$ cat src/rtl/lcd_stn_capture_pkg.sv
// ---------------------------------------------------------------------------
// lcd_stn_capture_pkg
// Shared definitions for the STN panel capture block:
//   - default panel geometry (pixels per line, lines per half-panel)
//   - capture FSM state encoding
//   - bit order of the raw panel bus as it enters the synchronizer bank
//   - counter width helper used to size the column/line counters
// No ports; imported by the capture top and its synchronizer sub-module.
// ---------------------------------------------------------------------------
package lcd_stn_capture_pkg;

  localparam int DEFAULT_COLS  = 240;
  localparam int DEFAULT_LINES = 32;

  // SEARCH waits for a first-line marker, CAPTURE tracks the raster.
  typedef enum logic {
    ST_SEARCH  = 1'b0,
    ST_CAPTURE = 1'b1
  } cap_state_t;

  // Position of each panel signal in the synchronizer bank.
  localparam int BUS_CL2  = 0;
  localparam int BUS_CL1  = 1;
  localparam int BUS_FLM  = 2;
  localparam int BUS_M    = 3;
  localparam int BUS_DTOP = 4;
  localparam int BUS_DBOT = 5;
  localparam int BUS_W    = 6;

  // Bits needed to hold values 0..n-1, never less than one bit.
  function automatic int cnt_width(input int n);
    return (n < 2) ? 1 : $clog2(n);
  endfunction

endpackage

$ cat src/rtl/lcd_stn_capture_sync_edge.sv
// ---------------------------------------------------------------------------
// lcd_stn_capture_sync_edge
// Brings one asynchronous panel pin into the system clock domain through a
// chain of SYNC_STAGES flops, then compares against one more flop to give
// single-cycle rise/fall pulses.
// Ports:
//   i_clk    system clock
//   i_rst    asynchronous active-high reset (chain and history cleared)
//   i_async  raw pin
//   o_level  synchronized level (aligned with the edge pulses)
//   o_rise   1-clk pulse on a synchronized 0->1 transition
//   o_fall   1-clk pulse on a synchronized 1->0 transition
// ---------------------------------------------------------------------------
module lcd_stn_capture_sync_edge #(
  parameter int SYNC_STAGES = 2
) (
  input  logic i_clk,
  input  logic i_rst,
  input  logic i_async,
  output logic o_level,
  output logic o_rise,
  output logic o_fall
);

  logic [SYNC_STAGES-1:0] r_sync;
  logic                   r_prev;

  // Synchronizer chain plus one history flop for edge detection. Every pin
  // goes through an identical chain, so edges that arrive together on the
  // panel bus also leave here in the same cycle.
  always_ff @(posedge i_clk or posedge i_rst) begin
    if (i_rst) begin
      r_sync <= '0;
      r_prev <= 1'b0;
    end else begin
      r_sync <= {r_sync[SYNC_STAGES-2:0], i_async};
      r_prev <= r_sync[SYNC_STAGES-1];
    end
  end

  assign o_level = r_sync[SYNC_STAGES-1];
  assign o_rise  = r_sync[SYNC_STAGES-1] & ~r_prev;
  assign o_fall  = ~r_sync[SYNC_STAGES-1] & r_prev;

endmodule

$ cat src/rtl/lcd_stn_capture.sv
// ---------------------------------------------------------------------------
// lcd_stn_capture
// Receive side of a dual-scan monochrome STN panel bus. The bus is sampled
// on the system clock, the raster position is rebuilt from CL2/CL1/FLM and
// top/bottom pixels are packed into bytes that are written as pairs into a
// frame-buffer port. Timing and sync faults are flagged with 1-clk pulses.
// Ports:
//   i_clk, i_rst       system clock, asynchronous active-high reset
//   i_cl2              pixel shift clock, data taken on its falling edge
//   i_cl1              line latch, rising edge ends a line
//   i_flm              first-line marker, high during line 0
//   i_m                AC drive polarity, toggles once per frame
//   i_d_top, i_d_bot   top / bottom half pixel data
//   o_wr_en            1-clk frame-buffer write strobe
//   o_wr_addr          line*(COLS/8) + col/8
//   o_wr_data          {bottom byte, top byte}, bit 7 = lowest column
//   o_locked           high while capturing
//   o_frame_done       pulse after the last line of a frame
//   o_col_err          pulse: line ended with a column count other than COLS
//   o_sync_err         pulse: FLM disagrees with the tracked line position
//   o_m_err            pulse: M did not alternate from the previous frame
//   o_frame_cnt        completed frames, wrapping
// ---------------------------------------------------------------------------
module lcd_stn_capture
  import lcd_stn_capture_pkg::*;
#(
  parameter  int COLS        = DEFAULT_COLS,
  parameter  int LINES       = DEFAULT_LINES,
  parameter  int SYNC_STAGES = 2,
  localparam int AW          = $clog2(LINES * COLS / 8)
) (
  input  logic          i_clk,
  input  logic          i_rst,
  input  logic          i_cl2,
  input  logic          i_cl1,
  input  logic          i_flm,
  input  logic          i_m,
  input  logic          i_d_top,
  input  logic          i_d_bot,
  output logic          o_wr_en,
  output logic [AW-1:0] o_wr_addr,
  output logic [15:0]   o_wr_data,
  output logic          o_locked,
  output logic          o_frame_done,
  output logic          o_col_err,
  output logic          o_sync_err,
  output logic          o_m_err,
  output logic [15:0]   o_frame_cnt
);

  // Column counter must reach COLS itself (saturation/overrun marker).
  localparam int COL_W  = cnt_width(COLS + 1);
  localparam int LINE_W = cnt_width(LINES);
  localparam int GROUPS = COLS / 8;

  logic [BUS_W-1:0] w_bus;
  logic [BUS_W-1:0] w_lvl;
  logic [BUS_W-1:0] w_rise;
  logic [BUS_W-1:0] w_fall;

  logic w_cl2_fall;
  logic w_cl1_rise;
  logic w_flm_rise;
  logic w_flm;
  logic w_m;
  logic w_d_top;
  logic w_d_bot;
  logic w_unused;

  cap_state_t r_state;
  cap_state_t w_state_next;

  logic [COL_W-1:0]  r_col;
  logic [LINE_W-1:0] r_line;
  logic [7:0]        r_top;
  logic [7:0]        r_bot;

  logic              r_wr_en;
  logic [AW-1:0]     r_wr_addr;
  logic [15:0]       r_wr_data;
  logic              r_frame_done;
  logic              r_col_err;
  logic              r_sync_err;
  logic              r_m_err;
  logic [15:0]       r_frame_cnt;
  logic              r_m_prev;
  logic              r_m_valid;

  logic              w_active;
  logic              w_cl2_evt;
  logic              w_sync_fault;
  logic              w_shift;
  logic              w_group_done;
  logic              w_line_end;
  logic              w_frame_end;
  logic [COL_W-1:0]  w_col_after;
  logic [AW-1:0]     w_group_addr;

  assign w_bus[BUS_CL2]  = i_cl2;
  assign w_bus[BUS_CL1]  = i_cl1;
  assign w_bus[BUS_FLM]  = i_flm;
  assign w_bus[BUS_M]    = i_m;
  assign w_bus[BUS_DTOP] = i_d_top;
  assign w_bus[BUS_DBOT] = i_d_bot;

  // One synchronizer per pin. Data, M and FLM levels travel through the same
  // depth as the strobes, so the level seen in an event cycle is the level
  // that was on the bus when the strobe edge happened.
  for (genvar gi = 0; gi < BUS_W; gi++) begin : g_sync
    lcd_stn_capture_sync_edge #(
      .SYNC_STAGES(SYNC_STAGES)
    ) u_sync (
      .i_clk  (i_clk),
      .i_rst  (i_rst),
      .i_async(w_bus[gi]),
      .o_level(w_lvl[gi]),
      .o_rise (w_rise[gi]),
      .o_fall (w_fall[gi])
    );
  end

  assign w_cl2_fall = w_fall[BUS_CL2];
  assign w_cl1_rise = w_rise[BUS_CL1];
  assign w_flm_rise = w_rise[BUS_FLM];
  assign w_flm      = w_lvl[BUS_FLM];
  assign w_m        = w_lvl[BUS_M];
  assign w_d_top    = w_lvl[BUS_DTOP];
  assign w_d_bot    = w_lvl[BUS_DBOT];

  // Synchronizer outputs this block has no use for.
  assign w_unused = ^{w_lvl[BUS_CL2], w_lvl[BUS_CL1],
                      w_rise[BUS_CL2], w_rise[BUS_M], w_rise[BUS_DTOP], w_rise[BUS_DBOT],
                      w_fall[BUS_CL1], w_fall[BUS_FLM], w_fall[BUS_M],
                      w_fall[BUS_DTOP], w_fall[BUS_DBOT]};

  // FSM state register.
  always_ff @(posedge i_clk or posedge i_rst) begin
    if (i_rst) begin
      r_state <= ST_SEARCH;
    end else begin
      r_state <= w_state_next;
    end
  end

  // FSM next state: lock on a first-line marker, drop lock on a sync fault.
  always_comb begin
    w_state_next = r_state;
    case (r_state)
      ST_SEARCH:  if (w_flm_rise)   w_state_next = ST_CAPTURE;
      ST_CAPTURE: if (w_sync_fault) w_state_next = ST_SEARCH;
      default:    w_state_next = ST_SEARCH;
    endcase
  end

  // FSM outputs.
  always_comb begin
    o_locked = (r_state == ST_CAPTURE);
  end

  // Event decode for the current cycle. A CL2 fall that lands in the same
  // cycle as the FLM rise is already treated as column 0 of line 0, which
  // works because the counters are held at zero throughout SEARCH. The CL2
  // sample is resolved first and the CL1 decision looks at the column count
  // after that sample; a sync fault discards anything CL1 would have done.
  always_comb begin
    w_active     = (r_state == ST_CAPTURE) || w_flm_rise;
    w_cl2_evt    = w_cl2_fall && w_active;
    w_sync_fault = w_cl2_evt && (r_col == '0) && (w_flm != (r_line == '0));
    w_shift      = w_cl2_evt && !w_sync_fault && (r_col != COL_W'(COLS));
    w_group_done = w_shift && (r_col[2:0] == 3'd7);
    w_col_after  = w_shift ? (r_col + COL_W'(1)) : r_col;
    w_line_end   = w_cl1_rise && (r_state == ST_CAPTURE) && !w_sync_fault;
    w_frame_end  = w_line_end && (r_line == LINE_W'(LINES - 1));
    w_group_addr = AW'(r_line) * AW'(GROUPS) + AW'(r_col[COL_W-1:3]);
  end

  // Raster position and pixel shifters. Shifting left with the new pixel at
  // bit 0 leaves the lowest column of each group in bit 7 after 8 samples.
  // A line end clears the shifters so an incomplete group never leaks into
  // the next line.
  always_ff @(posedge i_clk or posedge i_rst) begin
    if (i_rst) begin
      r_col  <= '0;
      r_line <= '0;
      r_top  <= '0;
      r_bot  <= '0;
    end else if (!w_active || w_sync_fault) begin
      r_col  <= '0;
      r_line <= '0;
      r_top  <= '0;
      r_bot  <= '0;
    end else if (w_line_end) begin
      r_col  <= '0;
      r_top  <= '0;
      r_bot  <= '0;
      r_line <= w_frame_end ? '0 : (r_line + LINE_W'(1));
    end else if (w_shift) begin
      r_col  <= r_col + COL_W'(1);
      r_top  <= {r_top[6:0], w_d_top};
      r_bot  <= {r_bot[6:0], w_d_bot};
    end
  end

  // Write port register: one strobe per completed group, launched the clock
  // after the eighth sample with that group's address and both bytes.
  always_ff @(posedge i_clk or posedge i_rst) begin
    if (i_rst) begin
      r_wr_en   <= 1'b0;
      r_wr_addr <= '0;
      r_wr_data <= '0;
    end else begin
      r_wr_en <= w_group_done;
      if (w_group_done) begin
        r_wr_addr <= w_group_addr;
        r_wr_data <= {r_bot[6:0], w_d_bot, r_top[6:0], w_d_top};
      end
    end
  end

  // Fault and frame checkers. M is compared against the previous frame end
  // only once a frame has completed since the last lock, so the first frame
  // after acquiring sync never raises m_err.
  always_ff @(posedge i_clk or posedge i_rst) begin
    if (i_rst) begin
      r_frame_done <= 1'b0;
      r_col_err    <= 1'b0;
      r_sync_err   <= 1'b0;
      r_m_err      <= 1'b0;
      r_frame_cnt  <= '0;
      r_m_prev     <= 1'b0;
      r_m_valid    <= 1'b0;
    end else begin
      r_frame_done <= w_frame_end;
      r_col_err    <= w_line_end && (w_col_after != COL_W'(COLS));
      r_sync_err   <= w_sync_fault;
      r_m_err      <= w_frame_end && r_m_valid && (w_m == r_m_prev);
      if (w_frame_end) begin
        r_frame_cnt <= r_frame_cnt + 16'd1;
        r_m_prev    <= w_m;
        r_m_valid   <= 1'b1;
      end
      if (r_state == ST_SEARCH) begin
        r_m_valid <= 1'b0;
      end
    end
  end

  assign o_wr_en      = r_wr_en;
  assign o_wr_addr    = r_wr_addr;
  assign o_wr_data    = r_wr_data;
  assign o_frame_done = r_frame_done;
  assign o_col_err    = r_col_err;
  assign o_sync_err   = r_sync_err;
  assign o_m_err      = r_m_err;
  assign o_frame_cnt  = r_frame_cnt;

endmodule

$ cat config.mk
export PLATFORM = sky130hd
export DESIGN_NAME = lcd_stn_capture
export DESIGN_NICKNAME = d
export VERILOG_FILES = /design/src/rtl/lcd_stn_capture_pkg.sv /design/src/rtl/lcd_stn_capture_sync_edge.sv /design/src/rtl/lcd_stn_capture.sv
export SDC_FILE = /design/constraint.sdc
export NUM_CORES = 1
export LEC_CHECK = 0
export CAP_MARGIN = 20
export CORE_MARGIN = 3
export CORE_UTILIZATION = 35
export DETAILED_ROUTE_END_ITERATION = 8
export PLACE_DENSITY = 0.56
export RECOVER_POWER = 50
export REMOVE_ABC_BUFFERS = 1
export SLEW_MARGIN = 5
export SYNTH_ARGS = -nofsm -noshare
export SYNTH_HDL_FRONTEND = slang
export SYNTH_SLANG_ARGS = --single-unit
$ cat constraint.sdc
create_clock -name i_clk -period 10.5 [get_ports i_clk]
set_input_delay 2.1 -clock i_clk [delete_from_list [all_inputs] [get_ports i_clk]]
set_output_delay 2.1 -clock i_clk [all_outputs]
set_load 0.01 [all_outputs]
Word level (Yosys, flattened, before mapping)
Index checks and enable logic that the tools add are counted.
{"block": "totals", "elab_cells": 80, "out_inout_bits": 48, "regBits": 92, "in_bits": 8}
{"block": "classes", "mul": 1, "n_eq_ne": 7, "muxes": 17, "bitwise_logic": 7, "n_reduce_logical": 20, "addsub": 4}
{"op": "$mux W7", "count": 6}
{"op": "$mux W8", "count": 3}
{"op": "$add A16 B1 Y16 const B", "count": 1}
{"op": "$ne A8 B8 Y1 const B", "count": 2}
{"op": "$mux W5", "count": 3}
{"op": "$logic_and A1 B1 Y1", "count": 12}
{"op": "$add A10 B5 Y10", "count": 1}
{"op": "$mul A5 B4 Y9 const B", "count": 1}
{"op": "$add A8 B1 Y8 const B", "count": 1}
{"op": "$logic_not A8 Y1", "count": 1}
{"op": "$add A5 B1 Y5 const B", "count": 1}
{"op": "$eq A5 B5 Y1 const B", "count": 1}
{"op": "$logic_not A5 Y1", "count": 1}
{"op": "$mux W1", "count": 4}
{"op": "$not A1 Y1", "count": 4}
{"op": "$and A1 B1 Y1", "count": 3}
{"op": "$eq A3 B3 Y1 const B", "count": 1}
{"op": "$reduce_bool A3 Y1", "count": 1}
{"op": "$logic_not A1 Y1", "count": 2}
{"op": "$logic_or A1 B1 Y1", "count": 2}
{"op": "$ne A2 B1 Y1 const B", "count": 1}
{"op": "$pmux W1 S2", "count": 1}
{"op": "$reduce_bool A2 Y1", "count": 1}
{"op": "$eq A1 B1 Y1", "count": 1}
{"op": "$ne A1 B1 Y1", "count": 1}

Logic depth before layout (Yosys ltp)
{"block": "logic_depth", "ltp_word": 12, "mapped_depth": 13, "mapped_depth_nobuf": 13}

Hierarchy
Synthesis repeated with hierarchy kept, for this count alone.
{"block": "unflattened", "hier_cells": 413, "area_unflattened_um2": 4692.0}
{"mod": "lcd_stn_capture", "seq_area_each_um2": 1926.8, "area_each_um2": 4129.0, "cells_per_inst": 377, "n_inst": 1}
{"mod": "lcd_stn_capture_sync_edge", "seq_area_each_um2": 75.1, "area_each_um2": 93.8, "cells_per_inst": 6, "n_inst": 6}

Worst setup path after synthesis
OpenSTA, ideal clock, no wires.
{"block": "synth_path", "kind": "reg-to-reg", "from": "reg r_line[0]", "to": "reg r_wr_addr[8], in the netlist o_wr_addr[8]", "arrival_ps": 3267, "path_stages_with_launch": 13, "path_buffers": 0, "path_slack_ps": 7096, "setup_time_ps": 137, "period_less_slack_ps": 3404, "t_required_ps": 10363, "cell_sequence": "dfrtp_1 -> fa_1 -> inv_1 -> fa_1 -> fa_1 -> inv_1 -> ha_1 -> and2_1 -> a22o_1 -> o21ai_0 -> nand3b_1 -> xor2_1 -> a21oi_1"}
{"block": "synth_between", "elab_chain_cells": 7, "word_cells_on_any_way": 9, "classes_between": "1 x add/sub; 1 x mul; 1 x eq/ne; 6 x reduce/logical"}
{"item": "start, declared", "line_no": "lcd_stn_capture.sv:74", "text": "logic [LINE_W-1:0] r_line;"}
{"item": "start signal, assigned", "line_no": "lcd_stn_capture.sv:196", "text": "r_line <= w_frame_end ? '0 : (r_line + LINE_W'(1));"}
{"item": "parallel branches: the longest is 7 deep, another holds $add A10 B5 Y10"}
{"item": "end signal, assigned", "line_no": "lcd_stn_capture.sv:214", "text": "r_wr_addr <= w_group_addr;"}
{"item": "end, declared", "line_no": "lcd_stn_capture.sv:79", "text": "logic [AW-1:0] r_wr_addr;"}
Parallel ways; which one is timed is not known.
A chain may end at the register's enable or synchronous reset.

Worst setup path in the final report
{"block": "layout_path", "from": "reg r_line[3]", "to": "reg r_wr_data[2], in the netlist o_wr_data[2]"}
{"block": "layout_between", "elab_chain_cells": 7}
{"item": "$logic_not A5 Y1", "line_no": "lcd_stn_capture.sv:168", "text": "w_sync_fault = w_cl2_evt && (r_col == '0) && (w_flm != (r_line == '0));"}
{"item": "$ne A1 B1 Y1", "line_no": "lcd_stn_capture.sv:168"}
{"item": "$logic_and A1 B1 Y1", "line_no": "lcd_stn_capture.sv:168"}
{"item": "$logic_not A1 Y1", "line_no": "lcd_stn_capture.sv:169", "text": "w_shift = w_cl2_evt && !w_sync_fault && (r_col != COL_W'(COLS));"}
{"item": "$logic_and A1 B1 Y1 (2 in series)", "line_no": "lcd_stn_capture.sv:169"}
{"item": "$logic_and A1 B1 Y1", "line_no": "lcd_stn_capture.sv:170", "text": "w_group_done = w_shift && (r_col[2:0] == 3'd7);"}
{"item": "end signal, assigned", "line_no": "lcd_stn_capture.sv:215", "text": "r_wr_data <= {r_bot[6:0], w_d_bot, r_top[6:0], w_d_top};"}
{"item": "end, declared", "line_no": "lcd_stn_capture.sv:80", "text": "logic [15:0] r_wr_data;"}
Every way passes these cells.

==> flow_metrics.py <==
metrics = {
    "yosys": {
        "synth_top_area_cell": "dfrtp_1",
        "synth-seq-cells": 92,
        "synthArstFlopShare_pct": 100,
        "avgSynthCellArea_um2": 11.8,
        "synthCells": 386,
        "netlist.area_leader.share_pct": 50.7,
        "synth_most_common_cell": "dfrtp_1",
        "synth.area.top_cells": "dfrtp_1 (51%), ha_1 (7.2%), mux2_2 (5.5%)",
        "synth_ff_type": "dfrtp_1",
        "yosys-top-cells-count": "dfrtp_1 (92), nor2_1 (47), inv_1 (28)",
        "netlist_area_um2": 4540,
        "synth_seq_area_share_pct": 50.7,
        "yosys_warnings": 0,
        "ys_types": 53,
        "synth_enable_flop_cells": 0,
    },
    "timing": {
        "setup_slack_ns": 6.23,
        "max_slew_margin_pct": -0.104,
        "rsz0062_at_grt": "no",
        "finalClockSkew_ns": 0.00708,
        "drv_slew": 22,
        "setup_viol_count_final": 0,
        "period_needed_ns": 4.27,
        "fmax_mhz": 234,
        "worstMarginPinSlew_ns": 1.50,
        "tns_ns": 0,
        "fin_crit_sh_pct": 40.7,
        "finalHoldViolations": 0,
    },
    "clock_network": {
        "cts_setup_buffers": 0,
        "cts_buffer_depth": 2,
        "clock_sinks": 92,
        "clkLatencyLatePin_ns": 0.34,
        "cts_resized": 0,
        "cts-buffers-inserted": 9,
        "cts.htree.levels": 3,
        "cts_tree": "yes",
        "ctsRootBufferMaster": "clkbuf_16",
        "cts_hold_buf": 0,
        "clk_pin_slew_ns": 0.06,
    },
    "final_layout": {
        "num_antenna_cells": 0,
        "stdcell_area_um2": 5580,
        "drive_gt1_share_pct": 10.4,
        "layout.nets": 487,
        "area_delta_synth_final_pct": 22.8,
        "stdcell_count": 618,
        "fin_util_pct": 45.1,
    },
    "power": {
        "leakage_nw": 2.80,
        "ir_drop_mv": 0.0832,
        "seqPwrFrac_pct": 40.6,
        "p_clk_share_pct": 38.3,
        "intPower_mw": 0.688,
        "powerDensity_nw_per_um2": 171,
        "p_comb_share_pct": 21.0,
        "p_switching_mw": 0.266,
        "swShare_pct": 27.9,
    },
    "hold_path": {
        "hold_depth": 0,
        "hp-class": "reg -> reg",
    },
    "grt": {
        "antenna_found_initial": 0,
        "grt_max_degree": 75,
        "track_usage_pct": 12.6,
        "grt_overflow": 0,
        "grt_pass1_vias": 3052,
        "grt_pass1_wl_mm": 14.8,
    },
    "route": {
        "wl_mm": 8.34,
        "routed_via_density": 4.67,
        "drc": 0,
        "vias": 2887,
        "avgRoutedWirePerCell_um": 13.5,
        "detail-route-antenna-nets": 0,
        "dr.pass1.iters": 4,
        "drt_iter0_markers": 150,
    },
    "worst_setup_path": {
        "critPathArrivalTime_ns": 4.50,
        "endpoint_kind": "register",
        "worstPathMaxFanout": 28,
        "cp_data_required_time_ns": 10.72,
        "critPathKind": "reg -> reg",
        "rr_worst_depth": 9,
        "start_kind": "register",
    },
    "die": {
        "io_pins": 56,
        "die_w_um": 120,
        "num_rows": 40,
        "die_h_um": 120,
        "dieArea_um2": 14400,
        "coreArea_um2": 12400,
        "initial_core_util_pct": 36.8,
    },
    "place": {
        "dp_hpwl_mm": 5.94,
        "gp_congestion": 0.779,
        "post_dp_cell_area_um2": 5280,
        "portBuffers": 55,
        "place_ws_ns": 6.77,
        "dp.cells": 602,
    },
    "status": {
        "status": "complete, but fails checks",
        "failed_checks": "max-capacitance violations, max-slew violations",
    },
    "flow_run": {
        "maxCapViolCount": 1,
    },
}
[layout by cell type, fill, tap and decap left out, types with 3 or more instances in the layout]
master | netlist | final
inv_1 | 28 | 27
and2_1 | 4 | 4
bufinv_16 | 0 | 3
a21o_1 | 3 | 3
clkbuf_1 | 1 | 3
and3_1 | 4 | 4
xor2_1 | 16 | 16
fa_1 | 8 | 8
dlygate4sd3_1 | 0 | 18
nand4_1 | 6 | 7
dfrtp_1 | 92 | 92
clkdlybuf4s50_1 | 0 | 37
xnor2_1 | 21 | 21
nand3_1 | 7 | 7
nand2_1 | 15 | 15
o21ai_0 | 4 | 4
ha_1 | 26 | 26
and4_1 | 3 | 3
nor2_1 | 47 | 47
nor2b_1 | 5 | 5
mux2i_1 | 17 | 17
a21oi_1 | 7 | 8
mux2_2 | 22 | 22
a211oi_1 | 3 | 3
a31oi_1 | 3 | 3
clkbuf_16 | 0 | 9
[cell families (layout without fill, tap and decap cells)]
group | Yosys count | count (layout) | share of synthesized area [%]
muxes | 39 | 39 | 9.20
buffers and inverters | 39 | 103 | 3.66
and+or+nand+nor | 112 | 112 | 13.2
AOI/OAI and AO/OA | 33 | 33 | 5.43
xor gates and xnor gates | 37 | 37 | 7.13
adders and majority gates | 34 | 34 | 10.7
DFF | 92 | 92 | 50.7
[state kept, by name, indices dropped and copies added (netlist names)]
| signal | cells |
|---|---|
| o_wr_addr | 10 |
| o_sync_err | 1 |
| r_m_valid | 1 |
| r_col | 8 |
| r_m_prev | 1 |
| r_top | 7 |
| g_sync.u_sync.r_sync | 12 |
| o_col_err | 1 |
| g_sync.u_sync.r_prev | 3 |
| o_wr_en | 1 |
| r_line | 5 |
| r_bot | 7 |
| o_frame_cnt | 16 |
| o_frame_done | 1 |
| o_wr_data | 16 |
| o_locked | 1 |
| o_m_err | 1 |
[per-layer routing]
layer	vias to the layer above	track usage (%)	part of all wire [%]
met3	12	3.02	3.0
met5	-	0	0
met1	1414	16.6	48
met4	0	5.30	1.9
met2	34	20.0	48
li1	1427	-	-
[power by group through the flow]
stage,Clock [mW],Combinational [mW],Sequential [mW]
3_5_place_dp,0,0.207,0.395
2_1_floorplan,0,0.156,0.391
3_3_place_gp,0,0.205,0.394
6_report,0.366,0.201,0.388
5_1_grt,0.389,0.233,0.391
4_1_cts,0.377,0.209,0.388
[cell type report]
cell class | instances | area [um2]
well taps | 168 | 210
fillers | 1190 | 6780
flip-flops and latches | 92 | 2300
multi-input cells | 255 | 2050
inverters | 29 | 111
clock buffers | 10 | 229
clock inverters | 6 | 111
repair buffers | 58 | 566
[worst max-delay path: stages (launching register included)]
cell	delay [ns]
dfrtp_1	0.42
inv_1	0.26
ha_1	0.24
or4bb_1	0.49
o221ai_1	0.09
a21o_1	0.15
clkbuf_1	1.09
nor2_1	0.28
clkbuf_1	0.64
mux2_2	0.49
[final timing paths]
| check | startpoint | to | slack (ns) |
|---|---|---|---|
| worst max-delay path | r_line[3] | o_wr_data[2] | 6.23 |
| max in group asynchronous | i_rst | o_wr_addr[6] | 6.80 |
| worst min-delay path | g_sync[0].u_sync.r_sync[0] | g_sync[0].u_sync.r_sync[1] | 0.35 |
| worst max register to register | r_line[3] | o_wr_data[2] | 6.23 |
| min in group asynchronous | i_rst | o_frame_cnt[1] | 2.33 |
| worst min register to register | g_sync[0].u_sync.r_sync[0] | g_sync[0].u_sync.r_sync[1] | 0.35 |
[metrics by stage]
stage          total power [mW]  hold WS [ns]
6_report                  0.954         0.347
5_1_grt                    1.01         0.358
4_1_cts                   0.975         0.349
3_5_place_dp              0.602         0.335
3_3_place_gp              0.599         0.333
2_1_floorplan             0.548         0.331
Note: power is estimated with default switching activity, not from simulation.
